## src/rtl/decode_pkg.sv

```systemverilog
// decode_pkg: instruction field positions, control bundle type and the opcode map
package decode_pkg;
  localparam int REG_AW = 4;
  localparam int OPC_HI = 31;
  localparam int OPC_LO = 27;
  localparam int RS1_HI = 27;
  localparam int RS1_LO = 24;
  localparam int RS2_HI = 23;
  localparam int RS2_LO = 20;
  localparam int RD3_HI = 19;
  localparam int RD3_LO = 16;
  localparam logic [3:0] OP_ALU = 4'd0;
  localparam logic [3:0] OP_ALUI = 4'd1;
  localparam logic [3:0] OP_LD = 4'd2;
  localparam logic [3:0] OP_ST = 4'd3;
  localparam logic [3:0] OP_BR = 4'd4;
  localparam logic [3:0] OP_J = 4'd5;
  localparam logic [3:0] OP_JAL = 4'd6;
  localparam logic [3:0] OP_LUI = 4'd7;
  typedef enum logic [1:0] {IMM_16 = 2'b00, IMM_19 = 2'b01, IMM_27 = 2'b10} imm_sel_t;
  typedef enum logic [1:0] {DST_RS1 = 2'b00, DST_RS2 = 2'b01, DST_RD3 = 2'b10} reg_dst_sel_t;
  typedef struct packed {
    imm_sel_t imm_sel;
    logic branch_type;
    logic branch_sel;
    reg_dst_sel_t reg_dst_sel;
    logic mem_read;
    logic reg_write;
  } ctrl_t;
  localparam ctrl_t CTRL_NOP = '{imm_sel: IMM_16, branch_type: 1'b0, branch_sel: 1'b0,
                                 reg_dst_sel: DST_RS1, mem_read: 1'b0, reg_write: 1'b0};
  function automatic ctrl_t decode_ctrl(input logic [4:0] opcode);
    ctrl_t c;
    c = CTRL_NOP;
    case (opcode[4:1])
      OP_ALU: begin
        c.reg_write = 1'b1;
        c.reg_dst_sel = DST_RD3;
      end
      OP_ALUI: begin
        c.reg_write = 1'b1;
        c.reg_dst_sel = DST_RS2;
      end
      OP_LD: begin
        c.reg_write = 1'b1;
        c.mem_read = 1'b1;
        c.reg_dst_sel = DST_RS2;
      end
      OP_ST: c.imm_sel = IMM_16;
      OP_BR: begin
        c.branch_type = 1'b1;
        c.branch_sel = 1'b1;
      end
      OP_J: begin
        c.branch_sel = 1'b1;
        c.imm_sel = IMM_27;
      end
      OP_JAL: begin
        c.branch_type = 1'b1;
        c.branch_sel = 1'b1;
        c.reg_write = 1'b1;
        c.reg_dst_sel = DST_RD3;
        c.imm_sel = IMM_19;
      end
      OP_LUI: begin
        c.reg_write = 1'b1;
        c.imm_sel = IMM_19;
      end
      default: c = CTRL_NOP;
    endcase
    return c;
  endfunction
endpackage

```

## src/rtl/decode_stage_if.sv

```systemverilog
// decode_stage_if: IF/ID handshake, writeback, EX hazard info and ID/EX slot bundle
interface decode_stage_if #(parameter int DATA_W = 32, parameter int CNT_W = 16);
  import decode_pkg::*;
  logic in_valid;
  logic in_ready;
  logic [31:0] instr;
  logic [DATA_W-1:0] pc_plus_4;
  logic interrupt;
  logic wr;
  logic [REG_AW-1:0] wr_dst;
  logic [DATA_W-1:0] wr_data;
  logic ex_valid;
  logic ex_mem_read;
  logic [REG_AW-1:0] ex_reg_dst;
  logic flush;
  logic out_valid;
  logic out_ready;
  logic [DATA_W-1:0] rd1;
  logic [DATA_W-1:0] rd2;
  logic [REG_AW-1:0] rs1_idx;
  logic [REG_AW-1:0] rs2_idx;
  logic [REG_AW-1:0] reg_dst;
  logic [DATA_W-1:0] sign_ext_imm;
  logic [DATA_W-1:0] pc_plus_4_out;
  logic interrupt_out;
  ctrl_t ctrl_out;
  logic [DATA_W-1:0] branch_pc;
  logic branch_sel;
  logic [CNT_W-1:0] stall_cnt;
  modport slave (
    input in_valid, instr, pc_plus_4, interrupt, wr, wr_dst, wr_data,
          ex_valid, ex_mem_read, ex_reg_dst, flush, out_ready,
    output in_ready, out_valid, rd1, rd2, rs1_idx, rs2_idx, reg_dst, sign_ext_imm,
           pc_plus_4_out, interrupt_out, ctrl_out, branch_pc, branch_sel, stall_cnt
  );
  modport master (
    output in_valid, instr, pc_plus_4, interrupt, wr, wr_dst, wr_data,
           ex_valid, ex_mem_read, ex_reg_dst, flush, out_ready,
    input in_ready, out_valid, rd1, rd2, rs1_idx, rs2_idx, reg_dst, sign_ext_imm,
          pc_plus_4_out, interrupt_out, ctrl_out, branch_pc, branch_sel, stall_cnt
  );
endinterface

```

## src/rtl/regfile_param.sv

```systemverilog
// regfile_param: NUM_REGS x DATA_W register file, two async reads, one sync write, optional zero R0
module regfile_param
  import decode_pkg::*;
#(
  parameter int DATA_W = 32,
  parameter int NUM_REGS = 16,
  parameter int R0_ZERO = 1
) (
  input logic clk,
  input logic rst_n,
  input logic we,
  input logic [REG_AW-1:0] wa,
  input logic [DATA_W-1:0] wd,
  input logic [REG_AW-1:0] ra1,
  input logic [REG_AW-1:0] ra2,
  output logic [DATA_W-1:0] rd1,
  output logic [DATA_W-1:0] rd2
);
  logic [DATA_W-1:0] mem [NUM_REGS];
  logic wa_ok;
  assign wa_ok = 32'(wa) < NUM_REGS && !(R0_ZERO != 0 && wa == '0);
  assign rd1 = (R0_ZERO != 0 && ra1 == '0) || 32'(ra1) >= NUM_REGS ? '0 : mem[ra1];
  assign rd2 = (R0_ZERO != 0 && ra2 == '0) || 32'(ra2) >= NUM_REGS ? '0 : mem[ra2];
  always_ff @(posedge clk) begin
    if (!rst_n) begin
      for (int i = 0; i < NUM_REGS; i++) mem[i] <= '0;
    end else if (we && wa_ok) begin
      mem[wa] <= wd;
    end
  end
endmodule

```

## src/rtl/decode_stage.sv

```systemverilog
// decode_stage: instruction decode with register file, WB bypass, load-use stall, flush and registered ID/EX slot
module decode_stage
  import decode_pkg::*;
#(
  parameter int DATA_W = 32,
  parameter int NUM_REGS = 16,
  parameter int R0_ZERO = 1,
  parameter int CNT_W = 16
) (
  input logic clk,
  input logic rst_n,
  decode_stage_if.slave bus
);
  logic [4:0] opcode;
  logic [REG_AW-1:0] rs1, rs2, rd3, dst;
  ctrl_t ctrl;
  logic [DATA_W-1:0] imm, rf1, rf2, op1, op2;
  logic wr_ok, hz, fire;
  assign opcode = bus.instr[OPC_HI:OPC_LO];
  assign rs1 = bus.instr[RS1_HI:RS1_LO];
  assign rs2 = bus.instr[RS2_HI:RS2_LO];
  assign rd3 = bus.instr[RD3_HI:RD3_LO];
  assign ctrl = decode_ctrl(opcode);
  assign imm = ctrl.imm_sel == IMM_16 ? DATA_W'($signed(bus.instr[15:0])) :
               ctrl.imm_sel == IMM_19 ? DATA_W'($signed(bus.instr[18:0])) :
               DATA_W'($signed(bus.instr[26:0]));
  assign dst = ctrl.reg_dst_sel == DST_RS1 ? rs1 : ctrl.reg_dst_sel == DST_RS2 ? rs2 : rd3;
  assign wr_ok = bus.wr && !(R0_ZERO != 0 && bus.wr_dst == '0);
  assign op1 = wr_ok && bus.wr_dst == rs1 ? bus.wr_data : rf1;
  assign op2 = wr_ok && bus.wr_dst == rs2 ? bus.wr_data : rf2;
  assign hz = bus.in_valid && bus.ex_valid && bus.ex_mem_read &&
              (bus.ex_reg_dst == rs1 || bus.ex_reg_dst == rs2);
  assign bus.in_ready = rst_n && !bus.flush && !hz && (!bus.out_valid || bus.out_ready);
  assign fire = bus.in_valid && bus.in_ready;
  assign bus.branch_pc = imm + (ctrl.branch_type ? bus.pc_plus_4 : '0);
  assign bus.branch_sel = fire && ctrl.branch_sel;
  regfile_param #(.DATA_W(DATA_W), .NUM_REGS(NUM_REGS), .R0_ZERO(R0_ZERO)) u_rf (
    .clk(clk),
    .rst_n(rst_n),
    .we(bus.wr),
    .wa(bus.wr_dst),
    .wd(bus.wr_data),
    .ra1(rs1),
    .ra2(rs2),
    .rd1(rf1),
    .rd2(rf2)
  );
  always_ff @(posedge clk) begin
    if (!rst_n) begin
      bus.out_valid <= 1'b0;
      bus.rd1 <= '0;
      bus.rd2 <= '0;
      bus.rs1_idx <= '0;
      bus.rs2_idx <= '0;
      bus.reg_dst <= '0;
      bus.sign_ext_imm <= '0;
      bus.pc_plus_4_out <= '0;
      bus.interrupt_out <= 1'b0;
      bus.ctrl_out <= CTRL_NOP;
    end else if (bus.flush) begin
      bus.out_valid <= 1'b0;
    end else if (fire) begin
      bus.out_valid <= 1'b1;
      bus.rd1 <= op1;
      bus.rd2 <= op2;
      bus.rs1_idx <= rs1;
      bus.rs2_idx <= rs2;
      bus.reg_dst <= dst;
      bus.sign_ext_imm <= imm;
      bus.pc_plus_4_out <= bus.pc_plus_4;
      bus.interrupt_out <= bus.interrupt;
      bus.ctrl_out <= ctrl;
    end else if (bus.out_valid && bus.out_ready) begin
      bus.out_valid <= 1'b0;
    end else if (bus.out_valid) begin
      if (wr_ok && bus.wr_dst == bus.rs1_idx) bus.rd1 <= bus.wr_data;
      if (wr_ok && bus.wr_dst == bus.rs2_idx) bus.rd2 <= bus.wr_data;
    end
  end
  always_ff @(posedge clk) begin
    if (!rst_n) bus.stall_cnt <= '0;
    else if (bus.in_valid && !bus.in_ready && !(&bus.stall_cnt)) bus.stall_cnt <= bus.stall_cnt + 1'b1;
  end
endmodule
```

## src/flat_wrapper.sv

```systemverilog
// flat-port wrapper written by rule: the top's interface ports become plain ports
module decode_stage_flat import decode_pkg::*;
#(
  parameter int DATA_W = 32,
  parameter int NUM_REGS = 16,
  parameter int R0_ZERO = 1,
  parameter int CNT_W = 16
)
  (clk, rst_n, bus_in_valid, bus_instr, bus_pc_plus_4, bus_interrupt, bus_wr, bus_wr_dst, bus_wr_data, bus_ex_valid, bus_ex_mem_read, bus_ex_reg_dst, bus_flush, bus_out_ready, bus_in_ready, bus_out_valid, bus_rd1, bus_rd2, bus_rs1_idx, bus_rs2_idx, bus_reg_dst, bus_sign_ext_imm, bus_pc_plus_4_out, bus_interrupt_out, bus_ctrl_out, bus_branch_pc, bus_branch_sel, bus_stall_cnt);
  decode_stage_if #(.DATA_W(DATA_W), .CNT_W(CNT_W)) bus_i ();
  input logic clk;
  input logic rst_n;
  input wire logic [$bits(bus_i.in_valid)-1:0] bus_in_valid;
  input wire logic [$bits(bus_i.instr)-1:0] bus_instr;
  input wire logic [$bits(bus_i.pc_plus_4)-1:0] bus_pc_plus_4;
  input wire logic [$bits(bus_i.interrupt)-1:0] bus_interrupt;
  input wire logic [$bits(bus_i.wr)-1:0] bus_wr;
  input wire logic [$bits(bus_i.wr_dst)-1:0] bus_wr_dst;
  input wire logic [$bits(bus_i.wr_data)-1:0] bus_wr_data;
  input wire logic [$bits(bus_i.ex_valid)-1:0] bus_ex_valid;
  input wire logic [$bits(bus_i.ex_mem_read)-1:0] bus_ex_mem_read;
  input wire logic [$bits(bus_i.ex_reg_dst)-1:0] bus_ex_reg_dst;
  input wire logic [$bits(bus_i.flush)-1:0] bus_flush;
  input wire logic [$bits(bus_i.out_ready)-1:0] bus_out_ready;
  output wire logic [$bits(bus_i.in_ready)-1:0] bus_in_ready;
  output wire logic [$bits(bus_i.out_valid)-1:0] bus_out_valid;
  output wire logic [$bits(bus_i.rd1)-1:0] bus_rd1;
  output wire logic [$bits(bus_i.rd2)-1:0] bus_rd2;
  output wire logic [$bits(bus_i.rs1_idx)-1:0] bus_rs1_idx;
  output wire logic [$bits(bus_i.rs2_idx)-1:0] bus_rs2_idx;
  output wire logic [$bits(bus_i.reg_dst)-1:0] bus_reg_dst;
  output wire logic [$bits(bus_i.sign_ext_imm)-1:0] bus_sign_ext_imm;
  output wire logic [$bits(bus_i.pc_plus_4_out)-1:0] bus_pc_plus_4_out;
  output wire logic [$bits(bus_i.interrupt_out)-1:0] bus_interrupt_out;
  output wire logic [$bits(bus_i.ctrl_out)-1:0] bus_ctrl_out;
  output wire logic [$bits(bus_i.branch_pc)-1:0] bus_branch_pc;
  output wire logic [$bits(bus_i.branch_sel)-1:0] bus_branch_sel;
  output wire logic [$bits(bus_i.stall_cnt)-1:0] bus_stall_cnt;
  assign bus_i.in_valid = bus_in_valid;
  assign bus_i.instr = bus_instr;
  assign bus_i.pc_plus_4 = bus_pc_plus_4;
  assign bus_i.interrupt = bus_interrupt;
  assign bus_i.wr = bus_wr;
  assign bus_i.wr_dst = bus_wr_dst;
  assign bus_i.wr_data = bus_wr_data;
  assign bus_i.ex_valid = bus_ex_valid;
  assign bus_i.ex_mem_read = bus_ex_mem_read;
  assign bus_i.ex_reg_dst = bus_ex_reg_dst;
  assign bus_i.flush = bus_flush;
  assign bus_i.out_ready = bus_out_ready;
  assign bus_in_ready = bus_i.in_ready;
  assign bus_out_valid = bus_i.out_valid;
  assign bus_rd1 = bus_i.rd1;
  assign bus_rd2 = bus_i.rd2;
  assign bus_rs1_idx = bus_i.rs1_idx;
  assign bus_rs2_idx = bus_i.rs2_idx;
  assign bus_reg_dst = bus_i.reg_dst;
  assign bus_sign_ext_imm = bus_i.sign_ext_imm;
  assign bus_pc_plus_4_out = bus_i.pc_plus_4_out;
  assign bus_interrupt_out = bus_i.interrupt_out;
  assign bus_ctrl_out = bus_i.ctrl_out;
  assign bus_branch_pc = bus_i.branch_pc;
  assign bus_branch_sel = bus_i.branch_sel;
  assign bus_stall_cnt = bus_i.stall_cnt;
  decode_stage #(.DATA_W(DATA_W), .NUM_REGS(NUM_REGS), .R0_ZERO(R0_ZERO), .CNT_W(CNT_W)) u_core (.clk(clk), .rst_n(rst_n), .bus(bus_i));
endmodule
```

## config.mk

```make
export PLATFORM = sky130hd
export DESIGN_NAME = decode_stage_flat
export DESIGN_NICKNAME = d
export VERILOG_FILES = /design/src/rtl/decode_pkg.sv /design/src/rtl/decode_stage_if.sv /design/src/rtl/regfile_param.sv /design/src/rtl/decode_stage.sv /design/src/flat_wrapper.sv
export SDC_FILE = /design/constraint.sdc
export NUM_CORES = 1
export LEC_CHECK = 0
export CAP_MARGIN = 15
export CORE_AREA = 2 2 375 377
export DETAILED_ROUTE_END_ITERATION = 16
export DIE_AREA = 0 0 377 379
export PLACE_DENSITY = 0.43
export SKIP_CTS_REPAIR_TIMING = 1
export SYNTH_ARGS = -nofsm -noshare
export SYNTH_HDL_FRONTEND = slang
export SYNTH_HIERARCHICAL = 1
export SYNTH_SLANG_ARGS = --single-unit
export TNS_END_PERCENT = 50
```

## constraint.sdc

```tcl
create_clock -name clk -period 5.3 [get_ports clk]
set_clock_uncertainty 0.1 [all_clocks]
set_input_delay 0.53 -clock clk [delete_from_list [all_inputs] [get_ports clk]]
set_output_delay 0.53 -clock clk [all_outputs]
set_load 0.1 [all_outputs]
```

**Word level (Yosys, flattened, before mapping)**

Memory sizes are Yosys's and may differ from the RTL's.
Cells that the tools add are included.

- Flip-flop bits (word level): 166
- Bits in latches: 0
- RAM bits: 512
- Bits in read-only memories: 0
- Input bits: 113
- Output and inout port bits: 200
- Logic and storage cells: 114
- Memories kept: 1

- Add/sub/neg operators: 2
- Multiply operators: 0
- Divide/modulo/power cells: 0
- $lt $le $gt $ge: 0
- Equality and inequality tests: 15
- Shift-type cells: 0
- Muxes and demuxes: 32
- Bitwise operators: 2
- Reductions and logical operators: 46

Memory list:

| name | words | bits a word | read ports | clocked after Yosys merged registers in | write ports | RTL line | RTL |
|---|---|---|---|---|---|---|---|
| u_core.u_rf.mem | 16 | 32 | 2 | 0 | 16 | regfile_param.sv:19 | `logic [DATA_W-1:0] mem [NUM_REGS];` |

Operator list:

| cell | count |
|---|---|
| 32-bit two-way mux | 16 |
| 32-bit adder | 1 |
| 32-bit OR reduction | 1 |
| 4-bit == test | 6 |
| 16-bit by 1-bit adder with 16-bit output (second input constant) | 1 |
| 4-bit by 3-bit == test with 1-bit output (second input constant) | 4 |
| 1-bit logical AND | 16 |
| 4-bit logical NOT | 4 |
| 16-bit AND reduction | 1 |
| 4-bit two-way mux | 3 |
| 1-bit two-way mux | 11 |
| 2-bit OR reduction | 5 |
| 2-bit case mux with 2 select lines | 2 |
| 4-bit AND reduction | 2 |
| 2-bit nonzero test | 4 |
| 1-bit logical NOT | 6 |
| 5-bit OR reduction | 1 |
| 2-bit by 1-bit == test with 1-bit output (second input constant) | 2 |
| 4-bit by 1-bit == test with 1-bit output (second input constant) | 1 |
| 4-bit by 2-bit == test with 1-bit output (second input constant) | 1 |
| 2-bit logical NOT | 2 |
| 3-bit OR reduction | 1 |
| 1-bit logical OR | 2 |
| 2-bit by 1-bit != test with 1-bit output (second input constant) | 1 |
| 2 further kinds | 3 |

**Logic depth before layout (Yosys ltp)**

- Depth in word-level cells: 9
- Mapped depth: 15
- Gate-level depth less buffers: 13

**Hierarchy**

Netlist, hierarchy kept.

Modules (own cells, without submodules):

| module | instances | cells an instance | area each (µm²) | seq. area each (µm²) |
|---|---|---|---|---|
| regfile_param | 1 | 1777 | 25587.0 | 14443.9 |
| decode_stage | 1 | 1096 | 8859.7 | 3223.1 |

**Worst setup path after synthesis**

OpenSTA, ideal clock, no wires.

- Path type: input to output
- Start point: in bus_instr[28]
- End point: out bus_branch_pc[29]
- Arrival time: 4.792 ns
- Required time: 4.670 ns
- Path slack: -0.122 ns
- Cell stages on the path: 13
- Path buffers: 1
- Cells stage by stage: clkbuf_1 -> inv_1 -> nor2_1 -> a21oi_1 -> o21ai_0 -> ha_1 -> a21o_1 -> a21oi_1 -> o21ai_0 -> or3_1 -> a211oi_1 -> nor2_1 -> xor2_1

- Longest elaborated chain between the ends: 7
- Elaborated cells between the ends (all ways): 14
- Classes of those cells: add/sub: 1; eq/ne: 5; mux: 5; reduce/logical: 3

Ends and longest elaborated chain:

| element | RTL line | RTL |
|---|---|---|
| start, declared | flat_wrapper.sv:14 | `input wire logic [$bits(bus_i.instr)-1:0] bus_instr;` |
| 4-bit by 3-bit == test with 1-bit output | decode_pkg.sv:35 | `case (opcode[4:1])` |
| 2-bit OR reduction (no source line) | - |  |
| 2-bit case mux with 2 select lines * | decode_pkg.sv:35 |  |
| 2-bit by 1-bit == test with 1-bit output | decode_stage.sv:25 | `ctrl.imm_sel == IMM_19 ? DATA_W'($signed(bus.instr[18:0])) :` |
| 32-bit two-way mux | decode_stage.sv:25 |  |
| 32-bit two-way mux * | decode_stage.sv:24 | `assign imm = ctrl.imm_sel == IMM_16 ? DATA_W'($signed(bus.instr[15:0])) :` |
| named net u_core.imm[26] | decode_stage.sv:17 | `logic [DATA_W-1:0] imm, rf1, rf2, op1, op2;` |
| 32-bit adder * | decode_stage.sv:35 | `assign bus.branch_pc = imm + (ctrl.branch_type ? bus.pc_plus_4 : '0);` |
| end, declared | flat_wrapper.sv:36 | `output wire logic [$bits(bus_i.branch_pc)-1:0] bus_branch_pc;` |

Mark *: on every way through the listed nets, which the timed path passes. The rest lies on a longest branch.

**Final worst setup path**

- Start point: in bus_instr[31]
- End point: out bus_branch_pc[28]

The elaborated chain is that of the path after synthesis.

==> results.py <==
metrics = {
    "status": {
        "status": "completed",
    },
    "floorplan": {
        "chipHeight_um": 379,
        "boundaryPins": 313,
        "core_mm2": 0.139,
        "initial_core_util_pct": 24.8,
        "rows": 137,
        "die_x_um": 377,
        "dieArea_mm2": 0.143,
    },
    "setup_path": {
        "cp.arrival_ns": 4.29,
        "reg2reg_from": "u_core/bus.out_valid",
        "end_kind": "primary output",
        "critPathRequiredTime_ns": 4.67,
        "crit_top_cell": "o21ai_0",
        "path_cells": "clkdlybuf4s50_1, nand2b_1, buf_4, o21ai_0, buf_4, o21ai_0, ha_1, a21o_1, a211o_1, a211oi_1, o31ai_1, nand2_1, o21ai_0, a221oi_1, xnor2_1, buf_12",
        "slowest_delay_ns": 0.50,
        "path_max_fanout": 13,
        "crit_slowest_cell": "clkdlybuf4s50_1",
        "cp-start-kind": "input port",
        "startpoint": "bus_instr[31]",
        "crit_type": "input port to primary output",
    },
    "logic_synthesis": {
        "synthXorXnorAreaFrac_pct": 1.50,
        "synth_flop_cell": "edfxtp_1",
        "synth_fa_ha_area_share_pct": 1.22,
        "netlist_area_mm2": 0.0344,
        "syn_inst": 2873,
        "synth_top_family_by_area": "multiplexers",
        "synth-compound-area-share_pct": 10.1,
        "synthDistinctLibCells": 73,
        "muxShareOfSynthArea_pct": 16.3,
        "synth_edf_count": 481,
        "synth_largest_area_cell": "edfxtp_1",
        "syn_nets": 3019,
        "synthSimpleGateAreaFrac_pct": 16.0,
        "yosys_register_bits": 642,
        "yosys_warnings": 6,
        "syn_avg_cell_area_um2": 12.0,
        "synth_top_area_share_pct": 41.9,
        "synthTopCellsByArea": "edfxtp_1 42%, mux4_2 10%, dfxtp_1 9.4%, and2_1 8.8%, mux2i_1 3.8%",
        "ys_async_sr_fraction_pct": 0,
        "ys_seq_area_share_pct": 51.3,
    },
    "timing": {
        "finalMaxSlewViolations": 0,
        "timing.final.crit_share_pct": 92.7,
        "rsz0062_at_grt": "false",
        "tns_ns": 0,
        "tightestPinTransition_ns": 1.12,
        "slew_headroom_pct": 25.0,
        "setup_viol": 0,
        "fmax_mhz": 203,
        "finalHoldViolations": 0,
        "min_period_ns": 4.92,
    },
    "min_path": {
        "hold_path.class": "input port to flop",
        "worstHoldStart": "rst_n",
    },
    "final_layout": {
        "final_common_cell": "and2_1",
        "drive_above_1_share_pct": 17.3,
        "fill_cells": 14000,
        "fin_nets": 3248,
        "syn_to_final_growth_pct": 24.2,
        "layoutNonFillerInstCount": 4981,
        "fin_util_pct": 30.8,
        "layout_common_cells": "483 x and2_1, 481 x edfxtp_1, 269 x clkdlybuf4s50_1",
        "postLayoutCellArea_mm2": 0.0428,
    },
    "global_route": {
        "grt-ovfl-total": 0,
        "grt_pass1_wl_um": 193000,
        "antenna_found_initial": 16,
        "gr-usage-all-layers_pct": 18.8,
        "grt_max_degree": 97,
        "grt_pass1_vias": 25100,
    },
    "detailed_routing": {
        "wl_per_cell_um": 27.5,
        "first_pass_iters": 7,
        "route.detailed.drc": 0,
        "viasPerCell": 4.98,
        "routed_wl_um": 137000,
        "num_vias": 24800,
        "drtAntennaViolNets": 0,
        "drt_iter0_markers": 2025,
    },
    "power": {
        "p_switching_mw": 4.09,
        "internal_power_mw": 10.0,
        "power_leakage_nw": 14.8,
        "swShare_pct": 29.0,
        "peakVddDrop_mv": 0.200,
        "seqPwrFrac_pct": 41.1,
        "p_comb_share_pct": 17.1,
        "p_per_area_mw_per_mm2": 330,
        "total_power_mw": 14.1,
        "clkPwrFrac_pct": 41.7,
    },
    "clock_network": {
        "cts_tree": "built",
        "cts_inserted_buffers": 83,
        "clock-sinks": 642,
        "cts_root_buf": "clkbuf_16",
        "clockBufferDepth": 3,
        "path_clk_slew_ns": 0.06,
        "worstSkewPairLatency_ns": 0.69,
        "h-tree-depth": 3,
    },
    "job": {
        "maxCapViolCount": 0,
    },
    "placed_design": {
        "io_buffers": 312,
        "placed_area_mm2": 0.0399,
        "hpwl_um": 84200,
        "dp_cells": 4824,
        "gp_congestion": 0.808,
    },
}
cell type report:
| cell class | instances | area [µm²] | area share (%) |
|---|---|---|---|
| inverters | 16 | 65.1 | 0.152 |
| repair buffers | 405 | 4120 | 9.64 |
| diodes | 4 | 10.0 | 0.0234 |
| multi-input cells | 1954 | 15800 | 37.0 |
| flip-flops and latches | 642 | 17700 | 41.3 |
| clock inverters | 28 | 343 | 0.802 |
| clock buffers | 125 | 2490 | 5.82 |
| well taps | 1807 | 2260 | 5.29 |
cell usage after synthesis (4+ instances only):
| master | instances |
|---|---|
| a2111oi_0 | 4 |
| clkbuf_1 | 185 |
| o22a_1 | 29 |
| o21ai_0 | 43 |
| a211oi_1 | 69 |
| ha_1 | 32 |
| and3_1 | 36 |
| or3_1 | 5 |
| o22ai_1 | 35 |
| dfxtp_1 | 161 |
| buf_1 | 6 |
| nor3_1 | 46 |
| a21oi_1 | 124 |
| nor2b_1 | 43 |
| buf_2 | 46 |
| a221oi_1 | 33 |
| nand3_1 | 16 |
| mux2_2 | 65 |
| a21o_1 | 20 |
| nor2_1 | 159 |
| mux2i_1 | 130 |
| buf_6 | 10 |
| inv_1 | 15 |
| mux4_2 | 159 |
| and2_1 | 484 |
| o21a_1 | 4 |
| a22oi_1 | 32 |
| o21bai_1 | 5 |
| edfxtp_1 | 481 |
| nor4_1 | 6 |
| a221o_1 | 32 |
| nand2b_1 | 17 |
| a311oi_1 | 7 |
| o31a_1 | 29 |
| buf_4 | 10 |
| nand4_1 | 12 |
| xnor2_1 | 34 |
| nand2_1 | 175 |
| xor2_1 | 25 |
metrics by stage:
stage	hold WS, ns	worst slack [ns]
floorplan	0.566	0.157
global placement	0.342	0.261
detailed placement	0.347	0.260
CTS	-0.0334	0.258
global route	0.00901	0.0530
finish	0.0232	0.384
registers in the layout, indices dropped and copies added (netlist names), 4 cells and up:
register	flops
u_core/bus.ctrl_out	8
u_core/bus.pc_plus_4_out	32
u_core/bus.rd1	32
u_core/bus.rd2	32
u_core/bus.reg_dst	4
u_core/bus.rs1_idx	4
u_core/bus.rs2_idx	4
u_core/bus.sign_ext_imm	27
u_core/bus.stall_cnt	16
u_core/u_rf/mem	481
worst max-delay path: cells and delay by family:
kind                       cells  cell delay, ns
xor gates and xnor gates       1            0.26
and+or+nand+nor                2            0.31
AOI/OAI and AO/OA              8            1.70
adders and majority gates      1            0.41
buffers and inverters          4            1.09
logic make-up after synthesis:
family | Yosys count
simple gates | 1018
fa+ha+maj | 33
other cells | 1
mux | 354
flops | 642
xor+xnor | 59
buf+inv | 277
compound gates | 489
power by group through the flow:
| stage | Combinational, mW | Clock [mW] | Sequential [mW] |
|---|---|---|---|
| 5_1_grt | 2.54 | 6.22 | 5.84 |
| 3_3_place_gp | 2.44 | 0 | 5.91 |
| 3_5_place_dp | 2.44 | 0 | 5.91 |
| 4_1_cts | 2.44 | 6.04 | 5.81 |
| 2_1_floorplan | 1.23 | 0 | 6.21 |
| 6_report | 2.42 | 5.89 | 5.81 |
worst paths after layout:
kind / to / slack, ns / depth (start not counted)
setup / recovery: bus_branch_pc[28] / 0.38 / 16
hold / removal: u_core/bus.out_valid / 0.02 / 3
setup reg to reg: u_core/bus.rd1[31] / 2.14 / 8
hold reg to reg: u_core/bus.pc_plus_4_out[10] / 0.35 / 2
routing by layer:
layer / vias up / share of wire [%] / global-route usage, %
met3: 159 / 5.8 / 3.29
met1: 12700 / 44 / 25.0
met2: 799 / 48 / 31.7
li1: 11200 / - / -
met5: - / 0.058 / 0
met4: 16 / 1.9 / 4.50
No activity file was read; power rests on OpenSTA's default activity.
